**src/rtl/vw_g2u_clk_mon.sv**
```systemverilog
// vw_g2u_clk_mon: measures period and high time of an asynchronous monitored
// clock in reference-clock cycles, checks the period against a tolerance
// window, and reports lock, out-of-window and stuck-clock conditions.
`timescale 1ns/1ps
module vw_g2u_clk_mon #(
  parameter int CNT_W      = 16,
  parameter int EXP_PERIOD = 8,
  parameter int TOL        = 1,
  parameter int TIMEOUT    = 64,
  parameter int SETTLE     = 2
) (
  input  logic             i_clk,
  input  logic             i_rst,
  input  logic             i_en,
  input  logic             i_mon_clk,
  input  logic             i_clr_err,
  output logic [CNT_W-1:0] o_period,
  output logic [CNT_W-1:0] o_high,
  output logic             o_meas_vld,
  output logic             o_locked,
  output logic             o_err_period,
  output logic             o_err_stuck
);

  localparam int GW = $clog2(SETTLE + 1);

  localparam logic [CNT_W-1:0] CNT_ZERO  = {CNT_W{1'b0}};
  localparam logic [CNT_W-1:0] CNT_ONE   = CNT_W'(1);
  localparam logic [CNT_W-1:0] CNT_MAX   = {CNT_W{1'b1}};
  localparam logic [CNT_W-1:0] WIN_LO    = CNT_W'(EXP_PERIOD - TOL);
  localparam logic [CNT_W-1:0] WIN_HI    = CNT_W'(EXP_PERIOD + TOL);
  localparam logic [CNT_W-1:0] TIMEOUT_C = CNT_W'(TIMEOUT);
  localparam logic [GW-1:0]    GOOD_ZERO = {GW{1'b0}};
  localparam logic [GW-1:0]    GOOD_ONE  = GW'(1);
  localparam logic [GW-1:0]    SETTLE_C  = GW'(SETTLE);

  typedef enum logic [1:0] {
    ST_IDLE = 2'd0,
    ST_ARM  = 2'd1,
    ST_RUN  = 2'd2
  } state_t;

  // Saturating add of a single-bit increment.
  function automatic logic [CNT_W-1:0] sat_inc(input logic [CNT_W-1:0] val,
                                               input logic             inc);
    logic [CNT_W-1:0] res;
    if (val == CNT_MAX) begin
      res = val;
    end else begin
      res = val + {{(CNT_W-1){1'b0}}, inc};
    end
    return res;
  endfunction

  state_t           state_r, state_nxt_s;
  logic             meta_r, s_r, d_r, rise_r;
  logic [CNT_W-1:0] per_cnt_r, high_cnt_r, idle_cnt_r;
  logic [GW-1:0]    good_cnt_r;
  logic [CNT_W-1:0] period_r, high_r;
  logic             meas_vld_r, locked_r, err_period_r, err_stuck_r;

  logic             start_s, meas_s, timeout_s, run_s, in_win_s;

  // Synchronize the monitored clock and register its rising-edge pulse.
  always_ff @(posedge i_clk) begin
    if (i_rst) begin
      meta_r <= 1'b0;
      s_r    <= 1'b0;
      d_r    <= 1'b0;
      rise_r <= 1'b0;
    end else begin
      meta_r <= i_mon_clk;
      s_r    <= meta_r;
      d_r    <= s_r;
      rise_r <= s_r & ~d_r;
    end
  end

  // State register.
  always_ff @(posedge i_clk) begin
    if (i_rst) begin
      state_r <= ST_IDLE;
    end else begin
      state_r <= state_nxt_s;
    end
  end

  // Next-state: arm on enable, run after the first edge, re-arm on timeout.
  always_comb begin
    state_nxt_s = state_r;
    case (state_r)
      ST_IDLE: begin
        if (i_en) state_nxt_s = ST_ARM;
        else      state_nxt_s = ST_IDLE;
      end
      ST_ARM: begin
        if (!i_en)       state_nxt_s = ST_IDLE;
        else if (rise_r) state_nxt_s = ST_RUN;
        else             state_nxt_s = ST_ARM;
      end
      ST_RUN: begin
        if (!i_en)          state_nxt_s = ST_IDLE;
        else if (timeout_s) state_nxt_s = ST_ARM;
        else                state_nxt_s = ST_RUN;
      end
      default: state_nxt_s = ST_IDLE;
    endcase
  end

  // Control decode: start of first period, measurement, timeout, counting.
  always_comb begin
    start_s   = 1'b0;
    meas_s    = 1'b0;
    timeout_s = 1'b0;
    run_s     = 1'b0;
    in_win_s  = (per_cnt_r >= WIN_LO) && (per_cnt_r <= WIN_HI);
    case (state_r)
      ST_ARM: begin
        if (i_en) begin
          start_s   = rise_r;
          timeout_s = ~rise_r && (idle_cnt_r == TIMEOUT_C);
        end else begin
          start_s   = 1'b0;
        end
      end
      ST_RUN: begin
        if (i_en) begin
          meas_s    = rise_r;
          timeout_s = ~rise_r && (idle_cnt_r == TIMEOUT_C);
          run_s     = ~rise_r && (idle_cnt_r != TIMEOUT_C);
        end else begin
          meas_s    = 1'b0;
        end
      end
      default: begin
        start_s = 1'b0;
      end
    endcase
  end

  // Period and high-time counters; reload to 1 on each edge, cleared otherwise.
  always_ff @(posedge i_clk) begin
    if (i_rst) begin
      per_cnt_r  <= CNT_ZERO;
      high_cnt_r <= CNT_ZERO;
    end else if (start_s || meas_s) begin
      per_cnt_r  <= CNT_ONE;
      high_cnt_r <= CNT_ONE;
    end else if (run_s) begin
      per_cnt_r  <= sat_inc(per_cnt_r, 1'b1);
      high_cnt_r <= sat_inc(high_cnt_r, s_r);
    end else begin
      per_cnt_r  <= CNT_ZERO;
      high_cnt_r <= CNT_ZERO;
    end
  end

  // Cycles since the last edge or since entering ARM, for stuck detection.
  always_ff @(posedge i_clk) begin
    if (i_rst) begin
      idle_cnt_r <= CNT_ZERO;
    end else if (!i_en) begin
      idle_cnt_r <= CNT_ZERO;
    end else if (state_r == ST_IDLE || rise_r || timeout_s) begin
      idle_cnt_r <= CNT_ONE;
    end else begin
      idle_cnt_r <= idle_cnt_r + CNT_ONE;
    end
  end

  // Consecutive in-window period count, saturating at the settle depth.
  always_ff @(posedge i_clk) begin
    if (i_rst) begin
      good_cnt_r <= GOOD_ZERO;
    end else if (!i_en || timeout_s) begin
      good_cnt_r <= GOOD_ZERO;
    end else if (meas_s) begin
      if (!in_win_s)                    good_cnt_r <= GOOD_ZERO;
      else if (good_cnt_r == SETTLE_C)  good_cnt_r <= good_cnt_r;
      else                              good_cnt_r <= good_cnt_r + GOOD_ONE;
    end else begin
      good_cnt_r <= good_cnt_r;
    end
  end

  // Measurement results and the one-cycle valid strobe.
  always_ff @(posedge i_clk) begin
    if (i_rst) begin
      period_r   <= CNT_ZERO;
      high_r     <= CNT_ZERO;
      meas_vld_r <= 1'b0;
    end else begin
      meas_vld_r <= meas_s;
      if (meas_s) begin
        period_r <= per_cnt_r;
        high_r   <= high_cnt_r;
      end else begin
        period_r <= period_r;
        high_r   <= high_r;
      end
    end
  end

  // Lock flag follows the settled good count one cycle later.
  always_ff @(posedge i_clk) begin
    if (i_rst) begin
      locked_r <= 1'b0;
    end else begin
      locked_r <= (good_cnt_r == SETTLE_C);
    end
  end

  // Sticky error flags; a set in the same cycle as a clear wins.
  always_ff @(posedge i_clk) begin
    if (i_rst) begin
      err_period_r <= 1'b0;
      err_stuck_r  <= 1'b0;
    end else begin
      if (meas_s && !in_win_s) err_period_r <= 1'b1;
      else if (i_clr_err)      err_period_r <= 1'b0;
      else                     err_period_r <= err_period_r;
      if (timeout_s)           err_stuck_r  <= 1'b1;
      else if (i_clr_err)      err_stuck_r  <= 1'b0;
      else                     err_stuck_r  <= err_stuck_r;
    end
  end

  assign o_period     = period_r;
  assign o_high       = high_r;
  assign o_meas_vld   = meas_vld_r;
  assign o_locked     = locked_r;
  assign o_err_period = err_period_r;
  assign o_err_stuck  = err_stuck_r;

endmodule

```
**config.mk**
```make
export PLATFORM = sky130hd
export DESIGN_NAME = vw_g2u_clk_mon
export DESIGN_NICKNAME = d
export VERILOG_FILES = /design/src/rtl/vw_g2u_clk_mon.sv
export SDC_FILE = /design/constraint.sdc
export NUM_CORES = 1
export LEC_CHECK = 0
export ABC_CLOCK_PERIOD_IN_PS = 4000
export CORE_ASPECT_RATIO = 0.9
export CORE_MARGIN = 4
export CORE_UTILIZATION = 45
export CTS_CLUSTER_SIZE = 20
export DETAILED_ROUTE_END_ITERATION = 8
export PLACE_DENSITY_LB_ADDON = 0.25
export SLEW_MARGIN = 5
export SYNTH_ARGS = -nofsm -noshare
export SYNTH_HDL_FRONTEND = slang
export SYNTH_SLANG_ARGS = --single-unit
export TNS_END_PERCENT = 20
```
**constraint.sdc**
```tcl
create_clock -name i_clk -period 4 [get_ports i_clk]
set_input_delay 1.2 -clock i_clk [delete_from_list [all_inputs] [get_ports i_clk]]
set_output_delay 1.2 -clock i_clk [all_outputs]
set_load 0.02 [all_outputs]
```
==> results.toml <==
[synthesis]
synthCells = 480
avgSynthCellArea_um2 = 8.52
synth_area_leaders = "dfxtp_1 45%, nand2_1 7.4%, a21oi_1 7.0%"
syn-cell-area_um2 = 4090
synth-edff-count = 0
synthTopCellsByCount = "92 x dfxtp_1, 81 x nand2_1, 57 x a21oi_1"
yosysUniqueCellTypes = 56
ys.flop_type = "dfxtp_1"
ys_seq_area_frac = 0.450
ys_ff_latch = 92
async_flop_share = 0
synthMostInstantiatedCell = "dfxtp_1"
yosys.area.top_type = "dfxtp_1"
syn-num-nets = 497
yosysWarnings = 0
synth_top_area_frac = 0.450

[sta]
worst_hold_slack_ps = 392
rsz0062_at_grt = "no"
period_minus_slack_ps = 2990
fin_setup_tns_ps = 0
timing.final.ws_setup_ps = 1010
slew_violations = 0
finalHoldViolCount = 0
tightest_slew_ps = 696
relSlewSlack = 0.533
timing.final.crit_share = 0.748
setup_viol = 0
max_freq_mhz = 334
clock-skew-final_ps = 12.4

[detailed_routing]
drtPass1Iterations = 4
drc = 0
detail-route-antenna-nets = 0
vias = 3513
via_per_inst = 5.54
drtIter0Drc = 185
drt_wl_total_um = 9140
avgRoutedWirePerCell_um = 14.4

[floorplanning]
fp.dieArea_um2 = 10700
die_w_um = 108
start_util = 0.468
fp.coreArea_um2 = 8730
row_count = 32
die_h_um = 98.4
ios = 41

[setup_path]
end_kind = "flop"
cp_slowest_stage_delay_ps = 580
critPathArrivalTime_ps = 3290
slowest_stage = "clkdlybuf4s50_1"
crit_chain = "clkdlybuf4s50_1 -> nand2_1 -> nor3_1 -> nand2_1 -> buf_4 -> nor3_1"
start_kind = "primary input"
worstPathRequired_ps = 4290
critPathKind = "primary input to flop"
crit_buf_inv = 2
path_max_fanout = 16
crit_family = "simple AND/OR/NAND/NOR gates"

[layout]
area_growth_pct = 16.2
fillerInstances = 827
stdcell_count = 634
regArea_um2 = 1840
final_util = 0.544
multi_input_area_um2 = 2090
antennaDiodeCount = 0
post_route_cells_drive_above_1_share = 0.0777
num-nets-final = 528

[cts]
cts_setup_buffers = 0
cts_hold_buffers = 0
cts_buffer_depth = 2
clk_latency_ps = 370
cts_htree_levels = 3
cts-resized-gates = 0
cts_tree = "built"
root_buffer = "clkbuf_8"
cts_num_sinks = 92
path_clk_slew_ps = 80
cts_buffers = 9

[place]
pre_cts_slack_ps = 632
gp_congestion = 0.846
dp_hpwl_um = 6280
placed_cells = 619
port-buffer-count = 40

[global_routing]
antenna_found_initial = 0
grt_max_degree = 46
grt_pass1_wl_um = 15800
overflow = 0
grt_usage = 0.181
grt_pass1_vias = 3325

[outcome]
outcome = "finished, final reports clean"

[flow_run]
max-cap-violations = 0

[worst_hold_path]
hold_path_class = "flop to flop"

[pwr]
powerDensity_nw_per_um2 = 330
power_leakage_nw = 1.45
irDropWorstVdd_v = 0.000179
-- worst paths after layout --
| path | start | end | slack (ps) | cells past startpoint |
|---|---|---|---|---|
| setup / recovery | i_en | per_cnt_r[2] | 1010 | 6 |
| hold reg to reg | d_r | rise_r | 390 | 1 |
| setup reg to reg | idle_cnt_r[0] | per_cnt_r[0] | 1790 | 7 |
| hold / removal | d_r | rise_r | 390 | 1 |
-- where the power goes --
part / total [mW] / switching (mW) / leakage [nW] / internal (mW)
clock: 0.624 / 0.322 / 0.0914 / 0.302
sequential: 0.920 / 0.00270 / 0.742 / 0.918
combinational: 0.0254 / 0.0159 / 0.613 / 0.00950
total: 1.57 / 0.341 / 1.45 / 1.23
-- layout by cell type (no fill, tap or decap), drive strengths merged, types with 3 or more instances in the layout --
cell type,count
dfxtp,92
nand2,81
a21oi,57
clkdlybuf4s50,40
nor2,34
nand4,21
nand3,19
nor3,15
inv,14
ha,12
nor4,12
o31ai,11
clkbuf,11
xor2,9
o21ai,9
or4,8
nor2b,7
or3,7
xnor2,6
and3,5
buf,4
and4,4
mux2i,3
a31oi,3
o211ai,3
-- area by class of cell --
| class | count | share of cell area |
|---|---|---|
| Clock buffer | 11 | 0.0298 |
| Clock inverter | 4 | 0.0105 |
| Inverter | 14 | 0.0111 |
| Multi-Input combinational cell | 350 | 0.439 |
| Sequential cell | 92 | 0.388 |
| Tap cell | 119 | 0.0313 |
| Timing Repair Buffer | 44 | 0.0906 |
-- through the flow --
stage	cell area, µm²	power, mW
6_report	4750	1.57
3_3_place_gp	4560	0.967
4_1_cts	4750	1.59
2_1_floorplan	4090	0.958
5_1_grt	4750	1.62
3_5_place_dp	4560	0.967
-- kinds of logic (layout without fill, tap and decap cells) --
kind of cell,Yosys count,count (layout),synth area share
buffers and inverters,38,73,0.0401
XOR/XNOR,15,15,0.0321
multiplexers,3,3,0.00734
AO/OA/AOI/OAI,97,97,0.141
AND/OR/NAND/NOR,223,223,0.292
adder cells (fa/ha/maj),12,12,0.0367
flip-flops,92,92,0.450
-- registers in the layout, summed over array words and instances, names as in the netlist --
signal	cells
per_cnt_r	16
d_r	1
o_high	16
o_locked	1
meta_r	1
good_cnt_r	2
o_period	16
o_err_period	1
s_r	1
rise_r	1
o_err_stuck	1
o_meas_vld	1
high_cnt_r	16
idle_cnt_r	16
state_r	2
-- per-layer routing --
layer,up-vias,GRT usage,part of all wire
li1,1773,-,-
met1,1652,0.249,0.49
met2,74,0.274,0.45
met3,14,0.0498,0.048
met4,0,0.0573,0.015
met5,-,0,0
(Power assumes the default switching activity.)
